<file path="src/rtl/snoop_bus_scheduler.sv">
// Round-robin shared snoop-bus scheduler with cache-to-cache intervention and L2 response phases.
// Optional bus watchdog: define BUS_WATCHDOG_EN to enable the grant-phase timeout.
module snoop_bus_scheduler #(
   parameter int MSG_BITS       = 4,
   parameter int NUM_CACHES     = 4,
   parameter int TIMEOUT_CYCLES = 255
) (
   input  logic                            clock,
   input  logic                            reset,
   input  logic [NUM_CACHES*MSG_BITS-1:0]  cache2mem_msg,
   input  logic [MSG_BITS-1:0]             mem2controller_msg,
   output logic [$clog2(NUM_CACHES+1)-1:0] bus_control,
   output logic                            bus_en,
   output logic [NUM_CACHES-1:0]           curr_master,
   output logic                            req_ready,
   output logic                            timeout
);
   localparam int BC_W  = $clog2(NUM_CACHES+1);
   localparam int IDX_W = (NUM_CACHES > 1) ? $clog2(NUM_CACHES) : 1;
   localparam logic [NUM_CACHES-1:0] ONE = NUM_CACHES'(1);

   // Bus message encoding shared with the L1/L2 controllers.
   localparam logic [MSG_BITS-1:0] NO_REQ     = MSG_BITS'(0);
   localparam logic [MSG_BITS-1:0] R_REQ      = MSG_BITS'(1);
   localparam logic [MSG_BITS-1:0] WB_REQ     = MSG_BITS'(2);
   localparam logic [MSG_BITS-1:0] FLUSH      = MSG_BITS'(3);
   localparam logic [MSG_BITS-1:0] FLUSH_S    = MSG_BITS'(4);
   localparam logic [MSG_BITS-1:0] WS_BCAST   = MSG_BITS'(5);
   localparam logic [MSG_BITS-1:0] RFO_BCAST  = MSG_BITS'(6);
   localparam logic [MSG_BITS-1:0] C_WB       = MSG_BITS'(7);
   localparam logic [MSG_BITS-1:0] C_FLUSH    = MSG_BITS'(8);
   localparam logic [MSG_BITS-1:0] MEM_RESP   = MSG_BITS'(9);
   localparam logic [MSG_BITS-1:0] MEM_RESP_S = MSG_BITS'(10);
   localparam logic [MSG_BITS-1:0] MEM_C_RESP = MSG_BITS'(11);
   localparam logic [MSG_BITS-1:0] HOLD_BUS   = MSG_BITS'(12);

   typedef enum logic [1:0] {IDLE, GRANT, INTERVENE, RESP} state_t;

   function automatic logic is_req(input logic [MSG_BITS-1:0] m);
      return (m == R_REQ) || (m == WB_REQ) || (m == FLUSH) || (m == FLUSH_S) ||
             (m == WS_BCAST) || (m == RFO_BCAST);
   endfunction

   state_t                              state;
   logic [NUM_CACHES-1:0][MSG_BITS-1:0] msg;
   logic [NUM_CACHES-1:0]               req, cxfer;
   logic [IDX_W-1:0]                    master, iv_idx, last_grant, rr_win, iv_win;
   logic                                any_req, iv_hit, l2_resp, m_idle, m_hold;
   logic                                wd_fire;

   assign msg     = cache2mem_msg;
   assign l2_resp = (mem2controller_msg == MEM_RESP) || (mem2controller_msg == MEM_RESP_S) ||
                    (mem2controller_msg == MEM_C_RESP);
   assign m_idle  = (msg[master] == NO_REQ);
   assign m_hold  = (msg[master] == HOLD_BUS);

   always_comb begin
      req   = '0;
      cxfer = '0;
      for (int i = 0; i < NUM_CACHES; i++) begin
         req[i]   = is_req(msg[i]);
         cxfer[i] = (msg[i] == C_WB) || (msg[i] == C_FLUSH);
      end
   end

   // Walk from farthest to nearest so the port right after last_grant wins.
   always_comb begin
      any_req = 1'b0;
      rr_win  = '0;
      for (int k = NUM_CACHES; k >= 1; k--) begin
         if (req[(int'(last_grant) + k) % NUM_CACHES]) begin
            any_req = 1'b1;
            rr_win  = IDX_W'((int'(last_grant) + k) % NUM_CACHES);
         end
      end
   end

   always_comb begin
      iv_hit = 1'b0;
      iv_win = '0;
      for (int i = NUM_CACHES-1; i >= 0; i--) begin
         if (cxfer[i] && (IDX_W'(i) != master)) begin
            iv_hit = 1'b1;
            iv_win = IDX_W'(i);
         end
      end
   end

`ifdef BUS_WATCHDOG_EN
   localparam int CW = $clog2(TIMEOUT_CYCLES+1);
   logic [CW-1:0] wd_cnt;
   logic          in_wd, leave_wd;

   assign in_wd    = (state == GRANT) || (state == INTERVENE);
   assign leave_wd = (state == GRANT) && !iv_hit && (m_idle || l2_resp);
   assign wd_fire  = in_wd && (wd_cnt == CW'(TIMEOUT_CYCLES-1));

   // timeout is raised one edge early so it is visible during the final grant cycle.
   always_ff @(posedge clock) begin
      if (reset) begin
         wd_cnt  <= '0;
         timeout <= 1'b0;
      end else begin
         wd_cnt  <= (in_wd && !leave_wd && !wd_fire) ? wd_cnt + 1'b1 : '0;
         timeout <= in_wd && !leave_wd && !wd_fire && (wd_cnt == CW'(TIMEOUT_CYCLES-2));
      end
   end
`else
   assign wd_fire = 1'b0;
   assign timeout = 1'b0;
`endif

   always_ff @(posedge clock) begin
      if (reset) begin
         state       <= IDLE;
         master      <= '0;
         iv_idx      <= '0;
         last_grant  <= IDX_W'(NUM_CACHES-1);
         bus_control <= '0;
         bus_en      <= 1'b0;
         curr_master <= '0;
         req_ready   <= 1'b0;
      end else if (wd_fire) begin
         state       <= IDLE;
         last_grant  <= master;
         bus_control <= '0;
         bus_en      <= 1'b0;
         curr_master <= '0;
         req_ready   <= 1'b0;
      end else begin
         case (state)
            IDLE: if (any_req) begin
               state       <= GRANT;
               master      <= rr_win;
               bus_control <= BC_W'(rr_win);
               bus_en      <= 1'b1;
               curr_master <= ONE << rr_win;
            end
            // Intervention beats everything; a withdrawal beats a same-cycle L2 response.
            GRANT: if (iv_hit) begin
               state       <= INTERVENE;
               iv_idx      <= iv_win;
               bus_control <= BC_W'(iv_win);
            end else if (m_idle) begin
               state       <= IDLE;
               last_grant  <= master;
               bus_control <= '0;
               bus_en      <= 1'b0;
               curr_master <= '0;
            end else if (l2_resp) begin
               state       <= RESP;
               bus_control <= BC_W'(NUM_CACHES);
               req_ready   <= 1'b1;
            end
            INTERVENE: if (!cxfer[iv_idx]) begin
               state       <= GRANT;
               bus_control <= BC_W'(master);
            end
            RESP: if (m_hold) begin
               state       <= GRANT;
               bus_control <= BC_W'(master);
               req_ready   <= 1'b0;
            end else if (m_idle) begin
               state       <= IDLE;
               last_grant  <= master;
               bus_control <= '0;
               bus_en      <= 1'b0;
               curr_master <= '0;
               req_ready   <= 1'b0;
            end
            default: state <= IDLE;
         endcase
      end
   end
endmodule

</file>
<file path="config.mk">
export PLATFORM = sky130hd
export DESIGN_NAME = snoop_bus_scheduler
export DESIGN_NICKNAME = d
export VERILOG_FILES = /design/src/rtl/snoop_bus_scheduler.sv
export SDC_FILE = /design/constraint.sdc
export NUM_CORES = 1
export LEC_CHECK = 0
export CORE_UTILIZATION = 45
export DETAILED_ROUTE_END_ITERATION = 12
export HOLD_SLACK_MARGIN = 0.06
export PLACE_DENSITY = 0.73
export SYNTH_ARGS = -nofsm -noshare
export SYNTH_HDL_FRONTEND = slang
export SYNTH_SLANG_ARGS = --single-unit
</file>
<file path="constraint.sdc">
create_clock -name clock -period 3.7 [get_ports clock]
set_input_delay 0.74 -clock clock [delete_from_list [all_inputs] [get_ports clock]]
set_output_delay 0.74 -clock clock [all_outputs]
set_load 0.01 [all_outputs]
</file>
==> impl_results.md <==
* Slew HR at 0.565
* Post-DP HPWL at 2600 µm
* Total gr overflow at 0
* Setup violations, final at 0
* Worst Hold Class: flip-flop to flip-flop
* Start point of the critical path: cache2mem_msg[12]
* Die height at about 56 µm
* Longest Clk Path Bufs at 2
* Synth Instances at 150
* Met2 Use GR at 0.376
* CTS tree: yes
* Fraction of registers with async set/reset at 0
* Critical Setup Path Class: input port to flip-flop
* Worst setup SP type: input port
* Ys Warns at 0
* Slowest cell on the critical path: clkdlybuf4s50_1
* Final Max Tran Viols at 0
* Antenna violations before repair at 0
* PD cells at ~350 nW/µm²
* Nets@finish at 201
* Buffers on Ports at 30
* Comb pwr share at 0.412
* Post-route clock skew at roughly 0.0042 ns
* Resized Gates After CTS at 0
* Sw Share at 0.359
* Vias per cell at 6.20
* Pleak at a little over 0.6 nW
* I/O pin cnt at 32
* Drt first pass iters at 4
* Crit path DAT at ~3.0 ns
* EDFF count, synth at 0
* Crit. End Element: flip-flop
* DIE AREA at 3140 µm²
* GRT Overall Usage at 0.221
* Post-synth cell types at 49
* Seq/Total Area, Yosys at 0.259
* CTS buffer count at 3
* Period Utilization, post-route at 0.758
* Commonest cells post-synth: 18 x nor2_1, 17 x dfxtp_1, 11 x nand2_1, 9 x nor3_1, 8 x inv_1
* Remaining DRCs at 0
* Routing usage on met1 at 0.280
* Area of the mapped netlist at 1310 µm²
* Post-layout util at 0.596
* Via count at approximately 1.3k
* DRT antenna net count at 0
* Post-synthesis register bit count at 17
* Actual slew at the worst max-slew pin at 0.647 ns
* Cells on worst reg2reg path at 6
* # hold bufs at CTS at 0
* Switch Pwr at 205 µW
* Layout cell share with drive strength beyond 1 at 0.112
* Top cells by area, synth: dfxtp_1 26%, mux4_2 6.9%, nor2_1 5.1%
* Clock Tree Root: clkbuf_4
* Initial DRC Count at 40
* Syn Area/Cell at 8.76 µm²
* Inserted Diodes at 0
* Max-Cap Viols at 0
* Tmin final at 2.80 ns
* Row count at 19
* Post-CTS setup buffers at 0
* Vias in the first global route at 1235
* Worst-path clk slew at about 0.1 ns
* WP data required at ~3.9 ns
* Clk_lat worst skew at 0.29 ns
* Clk sinks at 17
* Critical path, cell by cell: clkdlybuf4s50_1 -> nor4b_2 -> a2bb2oi_1 -> nor4_4 -> a31o_1 -> a31oi_4 -> mux2_4
* Pin count of the biggest net entering global routing at 17
* Core Box Area at approximately 2800 µm²
* Leading area contributor after synthesis: dfxtp_1
* Top FF cell, synth: dfxtp_1
* GPL Wtd Cong at roughly 0.84
* Final WL at 3280 µm
* Total power at 572 µW
* Worst setup path endpoint: bus_control[2]
* Critical Path Fanout Max at 8
* Die W at ~56 µm
* Place WS at around 0.61 ns
* WL/cell at ~16 µm
* Post-synth top area share at 0.259
* Total negative setup slack at 0 ns
* First-pass GRT wire length at about 5600 µm
* RSZ-0062 raised after global routing: false
* Worst VDD drop at between 0.2 and 0.3 mV
* Sequential Power Share at 0.415
* Met3 Resource Use GR at 0.0535
* Final Hold Viols at 0
* Reg2reg end: bus_en
* Max incr delay on CP at 0.49 ns
* Fill cell count at 254
* Reg2reg setup slack at 1.33 ns
* RR Startpoint: master[0]
* Setup WS post-layout at 0.895 ns
* Status: finished clean
* Synthesis-to-finish area growth at 25.0%
* Htree depth at 1
* Layer with the highest usage: met2
* Most common cell in the netlist: nor2_1
* Mapped Nets at between 150 and 200
* Cell Int Power at 367 µW
* Clk pwr share at 0.173
* Initial Util at 0.476
* Crit path buffers/inverters at 1
* Fmax at 0.357 GHz
* Crit path depth at 7
* Crit path max-delay family: compound AO/OA/AOI/OAI gates
## through the flow
step / instances / area (µm²) / hold WS, ns
global route: 209 / 1640 / 0.486
floorplan: 150 / 1310 / 0.441
CTS: 209 / 1640 / 0.475
global placement: 205 / 1620 / 0.437
finish: 209 / 1640 / 0.468
detailed placement: 205 / 1620 / 0.449
## power by group through the flow
stage | Combinational (mW) | Clock [mW] | Sequential (mW)
floorplan | 0.160 | 0 | 0.230
global placement | 0.227 | 0 | 0.240
detailed placement | 0.233 | 0 | 0.242
CTS | 0.234 | 0.102 | 0.237
global route | 0.255 | 0.109 | 0.243
finish | 0.236 | 0.0990 | 0.238
## worst register-to-register path, stage by stage (launching register included)
cell,delay [ns]
dfxtp_1,0.59
mux4_2,0.62
nor2_1,0.16
nand2_1,0.22
a222oi_1,0.28
a21oi_1,0.21
a21o_1,0.21
## routing by layer
| layer | routed length (µm) | up-vias |
|---|---|---|
| met4 | 21 | 0 |
| met1 | 1510 | 604 |
| met5 | 0 | - |
| met3 | 159 | 2 |
| li1 | - | 652 |
| met2 | 1590 | 37 |
## layout make-up
class / count / area [µm²] / area share
multi-input combinational: 119 / 907 / 0.552
sequential: 17 / 340 / 0.207
timing repair buffer: 30 / 300 / 0.183
tap: 31 / 38.8 / 0.0236
inverter: 8 / 30.0 / 0.0183
clock buffer: 4 / 26.3 / 0.0160
## cell families (layout without fill, tap and decap cells)
logic type / count (synthesis) / count (layout) / synth area share
muxes: 8 / 8 / 0.103
xor gates and xnor gates: 1 / 1 / 0.00667
other: 1 / 1 / 0.00285
AOI/OAI and AO/OA: 45 / 45 / 0.290
and+or+nand+nor: 64 / 64 / 0.288
DFF: 17 / 17 / 0.259
buffers and inverters: 14 / 42 / 0.0505
## flip-flops by register name (all words and copies together) (netlist names)
signal,flops
bus_en,1
curr_master,4
bus_control,3
last_grant,2
state,2
master,2
req_ready,1
iv_idx,2
## cell usage in the layout (no fill, tap or decap), types with 2 or more instances in the layout
cell type and count:
nor2_1 18, and4b_1 4, o221a_2 3, o21ai_0 5, nor3_1 9, o211ai_1 3
clkbuf_4 3, nand3_1 3, and3_1 5, nand2_1 11, mux4_2 4, o32ai_1 2
dfxtp_1 17, or3_1 2, a21oi_1 4, a31o_1 2, o22ai_1 2, o2bb2ai_1 5
a2bb2oi_1 3, clkdlybuf4s50_1 30, mux2i_1 3, nor4b_2 3, o2111ai_1 2, nand2b_1 4
inv_1 8
## worst min-delay path by stage
stage | cells past startpoint | endpoint | start | slack [ns]
6_report | 2 | bus_control[1] | bus_control[1] | 0.47
5_1_grt | 2 | bus_control[1] | bus_control[1] | 0.49
4_1_cts | 2 | bus_control[1] | bus_control[1] | 0.47
3_5_place_dp | 1 | curr_master[0] | curr_master[0] | 0.45
3_3_place_gp | 1 | bus_en | bus_en | 0.44
2_1_floorplan | 2 | iv_idx[1] | iv_idx[1] | 0.44
(Power assumes the default switching activity.)
